`config.mk`:
```
export PLATFORM = sky130hd
export DESIGN_NAME = unified_mem_arbiter
export DESIGN_NICKNAME = d
export VERILOG_FILES = /design/src/rtl/unified_mem_arbiter.sv
export SDC_FILE = /design/constraint.sdc
export NUM_CORES = 1
export LEC_CHECK = 0
export CORE_UTILIZATION = 45
export DETAILED_ROUTE_END_ITERATION = 8
export PLACE_DENSITY = 0.95
export SYNTH_ARGS = -nofsm -noshare
export SYNTH_HDL_FRONTEND = slang
export SYNTH_SLANG_ARGS = --single-unit
```
`constraint.sdc`:
```
create_clock -name clk -period 2.5 [get_ports clk]
set_clock_uncertainty 0.2 [all_clocks]
set_input_delay 0.25 -clock clk [delete_from_list [all_inputs] [get_ports clk]]
set_output_delay 0.25 -clock clk [all_outputs]
set_load 0.01 [all_outputs]
```
`src/rtl/unified_mem_arbiter.sv`:
```
`default_nettype none
// =====================================================================
// Module   : unified_mem_arbiter
// Purpose  : Serialises IF fetches and MEM loads/stores onto one unified
//            byte-addressed memory with registered responses and an IF
//            starvation guard. Define ARB_PERF_CNT_EN for perf counters.
// Revision : 1.0 - initial release
// =====================================================================
module unified_mem_arbiter #(
    parameter int ADDR_W       = 16,
    parameter int DATA_W       = 32,
    parameter int STARVE_LIMIT = 4,
    parameter int CNT_W        = 16
) (
    input  logic                  clk,
    input  logic                  rst,
    input  logic                  i_req_valid,
    output logic                  i_req_ready,
    input  logic [ADDR_W-1:0]     i_addr,
    output logic                  i_resp_valid,
    output logic [DATA_W-1:0]     i_rdata,
    input  logic                  d_req_valid,
    output logic                  d_req_ready,
    input  logic [ADDR_W-1:0]     d_addr,
    input  logic                  d_we,
    input  logic [DATA_W/8-1:0]   d_wmask,
    input  logic [DATA_W-1:0]     d_wdata,
    output logic                  d_resp_valid,
    output logic [DATA_W-1:0]     d_rdata,
    output logic [DATA_W/8-1:0]   mem_w_en,
    output logic [ADDR_W-1:0]     mem_address,
    output logic [DATA_W-1:0]     mem_wdata,
    input  logic [DATA_W-1:0]     mem_rdata
`ifdef ARB_PERF_CNT_EN
    ,
    output logic [CNT_W-1:0]      perf_i_grants,
    output logic [CNT_W-1:0]      perf_d_grants,
    output logic [CNT_W-1:0]      perf_conflicts
`endif
);

    localparam int         c_MASK_W     = DATA_W / 8;
    localparam logic [3:0] c_STARVE_MAX = 4'(STARVE_LIMIT);

    typedef enum logic [1:0] {
        ST_IDLE   = 2'd0,
        ST_ACCESS = 2'd1,
        ST_RESP   = 2'd2
    } state_t;

    state_t                r_state;
    logic                  r_owner_d;
    logic                  r_we;
    logic [ADDR_W-1:0]     r_addr;
    logic [c_MASK_W-1:0]   r_mask;
    logic [DATA_W-1:0]     r_wdata;
    logic [3:0]            r_starve_cnt;
    logic [DATA_W-1:0]     r_i_rdata;
    logic [DATA_W-1:0]     r_d_rdata;
    logic                  r_i_resp;
    logic                  r_d_resp;

    logic                  w_idle;
    logic                  w_access;
    logic                  w_starved;
    logic                  w_grant_i;
    logic                  w_grant_d;

    // d has priority unless IF has lost STARVE_LIMIT times in a row
    assign w_starved = (r_starve_cnt == c_STARVE_MAX);
    assign w_grant_i = i_req_valid && (!d_req_valid || w_starved);
    assign w_grant_d = d_req_valid && !w_grant_i;

    assign w_idle      = (r_state == ST_IDLE) && !rst;
    assign i_req_ready = w_idle && w_grant_i;
    assign d_req_ready = w_idle && w_grant_d;

    // Memory port is driven only in ACCESS; reset suppresses an in-flight write
    assign w_access    = (r_state == ST_ACCESS) && !rst;
    assign mem_w_en    = w_access ? r_mask  : '0;
    assign mem_address = w_access ? r_addr  : '0;
    assign mem_wdata   = w_access ? r_wdata : '0;

    assign i_resp_valid = r_i_resp && !rst;
    assign d_resp_valid = r_d_resp && !rst;
    assign i_rdata      = r_i_rdata;
    assign d_rdata      = r_d_rdata;

    always_ff @(posedge clk) begin
        if (rst) begin
            r_state      <= ST_IDLE;
            r_owner_d    <= 1'b0;
            r_we         <= 1'b0;
            r_addr       <= '0;
            r_mask       <= '0;
            r_wdata      <= '0;
            r_starve_cnt <= 4'd0;
            r_i_rdata    <= '0;
            r_d_rdata    <= '0;
            r_i_resp     <= 1'b0;
            r_d_resp     <= 1'b0;
        end else begin
            case (r_state)
                ST_IDLE: begin
                    r_i_resp <= 1'b0;
                    r_d_resp <= 1'b0;
                    if (i_req_ready) begin
                        r_starve_cnt <= 4'd0;
                    end else if (i_req_valid && (r_starve_cnt < c_STARVE_MAX)) begin
                        r_starve_cnt <= r_starve_cnt + 4'd1;
                    end
                    if (i_req_ready || d_req_ready) begin
                        r_owner_d <= d_req_ready;
                        r_addr    <= d_req_ready ? d_addr : i_addr;
                        r_we      <= d_req_ready && d_we;
                        r_mask    <= (d_req_ready && d_we) ? d_wmask : '0;
                        r_wdata   <= (d_req_ready && d_we) ? d_wdata : '0;
                        r_state   <= ST_ACCESS;
                    end
                end
                ST_ACCESS: begin
                    if (r_owner_d) begin
                        r_d_rdata <= r_we ? '0 : mem_rdata;
                        r_d_resp  <= 1'b1;
                    end else begin
                        r_i_rdata <= mem_rdata;
                        r_i_resp  <= 1'b1;
                    end
                    r_state <= ST_RESP;
                end
                ST_RESP: begin
                    r_i_resp <= 1'b0;
                    r_d_resp <= 1'b0;
                    r_state  <= ST_IDLE;
                end
                default: begin
                    r_i_resp <= 1'b0;
                    r_d_resp <= 1'b0;
                    r_state  <= ST_IDLE;
                end
            endcase
        end
    end

`ifdef ARB_PERF_CNT_EN
    logic [CNT_W-1:0] r_perf_i;
    logic [CNT_W-1:0] r_perf_d;
    logic [CNT_W-1:0] r_perf_conf;

    always_ff @(posedge clk) begin
        if (rst) begin
            r_perf_i    <= '0;
            r_perf_d    <= '0;
            r_perf_conf <= '0;
        end else begin
            if (i_req_ready && (r_perf_i != '1)) begin
                r_perf_i <= r_perf_i + CNT_W'(1);
            end
            if (d_req_ready && (r_perf_d != '1)) begin
                r_perf_d <= r_perf_d + CNT_W'(1);
            end
            if ((r_state == ST_IDLE) && i_req_valid && d_req_valid && (r_perf_conf != '1)) begin
                r_perf_conf <= r_perf_conf + CNT_W'(1);
            end
        end
    end

    assign perf_i_grants  = r_perf_i;
    assign perf_d_grants  = r_perf_d;
    assign perf_conflicts = r_perf_conf;
`else
    logic w_perf_unused;
    assign w_perf_unused = (CNT_W > 0);
`endif

endmodule
`default_nettype wire

```
==> results of run 1 <==
## cell type report
type | count | area (um2)
clock buffer | 22 | 463
clock inverter | 10 | 136
fill | 700 | 2540
inverter | 2 | 7.51
multi-input combinational | 388 | 2200
sequential | 126 | 2520
tap | 136 | 170
timing repair buffer | 247 | 2420
## registers in the layout (all words and copies together), names as in the netlist
signal and flops:
r_mask 4, r_state 2, d_rdata 32, i_rdata 32, r_d_resp 1, r_owner_d 1
r_starve_cnt 4, r_i_resp 1, r_we 1, r_wdata 32, r_addr 16
## cells by family (layout without fill, tap and decap cells)
group | after synthesis | after routing
fa+ha+maj | 2 | 2
mux | 1 | 1
simple gates | 244 | 244
flops | 126 | 126
buf+inv | 45 | 281
compound gates | 141 | 141
## repair_timing
item,in CTS,in global routing
resized for setup,61,10
cloned,2,0
hold buffers,1,0
endpoints found under the hold margin,1,0
pin swaps,0,1
setup buffers,2,1
setup endpoints to repair,54,9
## Yosys cell counts
cell	count	share of area
o21ai_0	1	0.0010
nor2_2	1	0.0013
nand2b_1	2	0.0025
ha_1	2	0.0051
or3b_1	1	0.0018
o21ai_1	1	0.0010
buf_2	6	0.0061
mux2_2	1	0.0023
o21a_1	2	0.0031
nand4b_1	1	0.0018
a31oi_1	1	0.0013
clkbuf_1	33	0.025
nor3_1	3	0.0031
nor2b_1	6	0.0076
nand2_1	113	0.086
nand2_2	1	0.0013
inv_1	2	0.0015
dfxtp_1	126	0.51
nand3b_1	33	0.050
and2_1	54	0.069
nor2_1	25	0.019
nor3b_1	1	0.0015
nor3b_4	2	0.0076
a22oi_1	1	0.0015
buf_4	1	0.0015
a211oi_1	16	0.024
a22o_1	37	0.066
buf_6	3	0.0069
nor4bb_1	1	0.0020
a21oi_1	82	0.084
## layer usage
metal  global-route usage  vias to the layer above  wire, um
met5                    0                        -         0
met4                0.173                        0       582
met3               0.0674                       42      1140
met2                0.511                      215      8390
met1                0.304                     2359      5960
li1                     -                     2348         -
## path summary, 6_finish.rpt
kind / slack (ns) / cells after the start / to
max reg2reg: 0.50 / 8 / r_wdata[15]$_SDFFE_PP0P_
min: 0.07 / 3 / r_addr[2]$_SDFFE_PP0P_
max: 0.09 / 6 / mem_address[15]
min reg2reg: 0.25 / 2 / d_rdata[20]$_SDFFE_PP0P_
## worst max-delay path, stage by stage (launching register included)
cell and delay (ns):
dfxtp_2 0.35, nand2b_4 0.17, nor2_4 0.20, buf_4 0.15, buf_6 0.12, and2_1 0.13, dlygate4sd2_1 0.30
## where the power goes
part           switching (mW)  internal, mW
clock                   0.884          1.59
sequential             0.0612          2.12
combinational           0.340         0.379
==> impl_metrics.toml, run 1 <==
[pwr]
finalPower_mw = 5.37
power.leakage_nw = 3.30
peakVddDrop_mv = 0.836
pwr_density_cell_nw_per_um2 = 678

[floorplanning]
die_x_um = 106
rows = 37
dieHeight_um = 106
ios = 225
coreArea_um2 = 10500
start_util = 0.469
die_area_um2 = 11300

[logic_synthesis]
synth_cell_type_count = 30
synth-xor-area-share = 0
syn_inst = 559
yosysWarnings = 0
synth_area_per_cell_um2 = 8.78
synth_seq_cells = 126
synth_top_family_by_area = "simple AND/OR/NAND/NOR gates"
syn-cell-area_um2 = 4910
synth-adder-area-share = 0.00510
yosys-mux-area-fraction = 0.00229
synth-compound-area-share = 0.182
yosysSeqAreaShare = 0.514
synth_fp_nets = 666
yosys.area_share.simple = 0.255

[global_routing]
grt_overflow = 0
grt_usage = 0.286
antenna_found_initial = 0
grt_max_degree = 95
grt_pass1_wl_um = 24700
grt_pass1_vias = 4893

[worst_setup_path]
required_ns = 2.05
crit_start = "r_state[1]$_SDFFE_PP0P_"
path_max_fanout = 7
start_kind = "flop"
end_kind = "primary output"
crit_arrival_ns = 1.96
critical_path_class = "flop to primary output"
worstReg2RegStart = "r_starve_cnt[0]$_SDFFE_PP0P_"

[cells_and_area]
design_area_um2 = 7920
fin_util = 0.757
drive_above_1_share = 0.0818
mostFrequentLayoutCells = "clkdlybuf4s50_1, dfxtp_1, nand2_1, a21oi_1, and2_1"
diodes = 0
area_growth_pct = 61.4
fin_cells = 931
nNetsFinal = 889
layout_commonest_cell = "clkdlybuf4s50_1"

[placed_design]
hpwl_um = 10700
dp_cells = 893
place_ws_ns = 0.0463
portBuffers = 224
post_dp_cell_area_um2 = 7280
gp_congestion = 0.843

[timing]
hold_slack_ns = 0.0675
fin_crit_sh = 0.963
max_slew_margin = 0.705
period_needed_ns = 2.41
clock.fmax_mhz = 415
fin_tns_setup_ns = 0
worst_slack_ns = 0.0923
hold_viol = 0
grt_setup_unrepaired = "no"
finalSetupViolations = 0
worstMarginPinSlew_ns = 0.443
slew_viol_final = 0

[clock_network]
htreeDepth = 4
cts_inserted_buffers = 17
clk_pin_slew_ns = 0.06
cts_num_sinks = 126
cts-root-buf = "clkbuf_8"
cts_tree = "done"
cts_buffer_depth = 2
clk_latency_ns = 0.54

[detailed_routing]
vias_per_cell = 5.33
num_vias = 4964
post_drt_wl_per_cell_um = 17.3
drtAntennaViolNets = 0
first_iter_violations = 368
firstDrtPassIters = 6
drt_wl_total_um = 16100
route.detailed.drc = 0

[status]
status = "complete, no violations"

[flow_run]
drv_cap = 0

[min_path]
min_path_type = "input port to flop"
hp-start = "i_addr[2]"
(Power assumes the default switching activity.)
==> run 2, diff against run 1 <==
Settings changed: CORE_ASPECT_RATIO set to 0.7.
==> run 2 against run 1 <==
Against the previous run:
- sequential share of layout area fell by 1.2 points
- clock power rose by 18%
- die area barely moved
- final cell count fell by 0.43%
- critical path type unchanged
- critical endpoint is now mem_wdata[10]
==> impl_metrics.toml, run 2 (synthesis results as in run 1) <==
[status]
status = "complete, no violations"

[clock_network]
cts_num_sinks = 126
clk_pin_slew_ns = 0.06
cts_hold_buf = 0
cts_buffer_depth = 2
htreeDepth = 4
cts_tree = "done"
clk_latency_ns = 0.39
cts-root-buf = "clkbuf_16"
cts_inserted_buffers = 17

[floorplanning]
die_x_um = 127
die_area_um2 = 11300
ios = 225
rows = 31
coreArea_um2 = 10500
dieHeight_um = 89.4
start_util = 0.469

[detailed_routing]
num_vias = 4908
drtAntennaViolNets = 0
drt_wl_total_um = 16400
vias_per_cell = 5.29
firstDrtPassIters = 4
first_iter_violations = 242
route.detailed.drc = 0
post_drt_wl_per_cell_um = 17.6

[worst_setup_path]
path_max_fanout = 13
cp.depth = 6
crit_family = "buffers and inverters"
critical_path_class = "flop to primary output"
crit_chain = "nand2b_4 > nor2_4 > buf_6 > clkbuf_16 > and2_1 > clkdlybuf4s50_1"
rrSetupSlack_ns = 0.62
end_kind = "primary output"
start_kind = "flop"
crit_arrival_ns = 2.02
critPathSlowestCell = "clkdlybuf4s50_1"
worstReg2RegStart = "r_starve_cnt[0]$_SDFFE_PP0P_"
max_stage_delay_ns = 0.52
endpoint = "mem_wdata[10]"
r2r-end = "r_addr[12]$_SDFFE_PP0P_"
required_ns = 2.05
crit_start = "r_state[1]$_SDFFE_PP0P_"
reg2reg_depth = 7
crit_buf_inv = 3

[min_path]
min_path_type = "input port to flop"
hold_path_depth = 4

[global_routing]
antenna_found_initial = 0
grt_pass1_vias = 4802
grt_max_degree = 54
grt_pass1_wl_um = 24300
grt_usage = 0.277
grt_overflow = 0

[cells_and_area]
final.fill_count = 682
layout_commonest_cell = "clkdlybuf4s50_1"
drive_above_1_share = 0.0830
nNetsFinal = 889
area_growth_pct = 67.7
mostFrequentLayoutCells = "clkdlybuf4s50_1, dfxtp_1, nand2_1, a21oi_1, and2_1"
diodes = 0
design_area_um2 = 8230

[timing]
period_needed_ns = 2.47
slew_viol_final = 0
clock.fmax_mhz = 405
finalSetupViolations = 0
hold_viol = 0
fin_crit_sh = 0.988
hold_slack_ns = 0.155
grt_setup_unrepaired = "yes"
worstMarginPinSlew_ns = 0.555
max_slew_margin = 0.630

[pwr]
peakVddDrop_mv = 0.521
pwr_density_cell_nw_per_um2 = 712
power.leakage_nw = 3.95
finalPower_mw = 5.86

[placed_design]
portBuffers = 224
post_dp_cell_area_um2 = 7280
gp_congestion = 0.819
hpwl_um = 10500

[flow_run]
drv_cap = 0
[run 2: cell types whose count changed in the layout (fill, tap and decap cells not counted), sizes merged, moves of 2 or more]
cell          change
bufinv            +4
clkinvlp          -2
clkbuf            -2
buf               -2
dlymetal6s2s     +42
inv               +2
dlygate4sd2      -42
[run 2: worst min-delay path by stage]
stage,from,slack [ns],endpoint
2_1_floorplan,d_wdata[14],0.18,r_wdata[14]$_SDFFE_PP0P_
3_3_place_gp,d_rdata[29]$_SDFFE_PP0P_,0.24,d_rdata[29]$_SDFFE_PP0P_
3_5_place_dp,d_rdata[14]$_SDFFE_PP0P_,0.25,d_rdata[14]$_SDFFE_PP0P_
4_1_cts,rst,0.15,r_state[1]$_SDFFE_PP0P_
5_1_grt,rst,0.14,r_state[1]$_SDFFE_PP0P_
6_report,rst,0.15,r_state[1]$_SDFFE_PP0P_
[run 2: worst min-delay path, stage by stage]
cell and delay, ns:
buf_4 0.11, nor2_4 0.04, buf_6 0.12, clkbuf_16 0.17
[run 2: metal layers]
| layer | wire [um] | share of wire | GRT usage |
|---|---|---|---|
| met1 | 6950 | 0.42 | 0.337 |
| met2 | 8120 | 0.50 | 0.470 |
| met3 | 1020 | 0.062 | 0.0790 |
| met4 | 274 | 0.017 | 0.109 |
| met5 | 0 | 0 | 0 |
[run 2: area by class of cell]
cell class / instances / area (um2) / area share
clock buffers: 19 / 453 / 0.0550
clock inverters: 13 / 258 / 0.0313
inverters: 2 / 7.51 / 0.000912
multi-input cells: 388 / 2200 / 0.267
flip-flops and latches: 126 / 2520 / 0.307
well taps: 132 / 165 / 0.0201
repair buffers: 247 / 2620 / 0.318
[run 2: power by group]
part / internal (mW) / total [mW] / switching (mW)
logic: 0.393 / 0.744 / 0.351
clock network: 2.03 / 2.93 / 0.901
registers: 2.12 / 2.18 / 0.0618
[run 2: timing repair]
item / CTS / global route
gates cloned: 2 / 1
setup buffers: 2 / 0
endpoints found under the setup margin: 53 / 50
resized for setup: 10 / 50
pin swaps: 1 / 0
[run 2: metrics by stage]
step                       util  setup slack [ns]  instances  setup TNS, ns
after global placement    0.695            0.0879        890              0
after CTS                 0.771           0.00370        926              0
after floorplan               -             0.754        559              0
after global routing      0.786           -0.0529        927        -0.0529
final                     0.786            0.0309        927              0
after detailed placement  0.695            0.0575        890              0
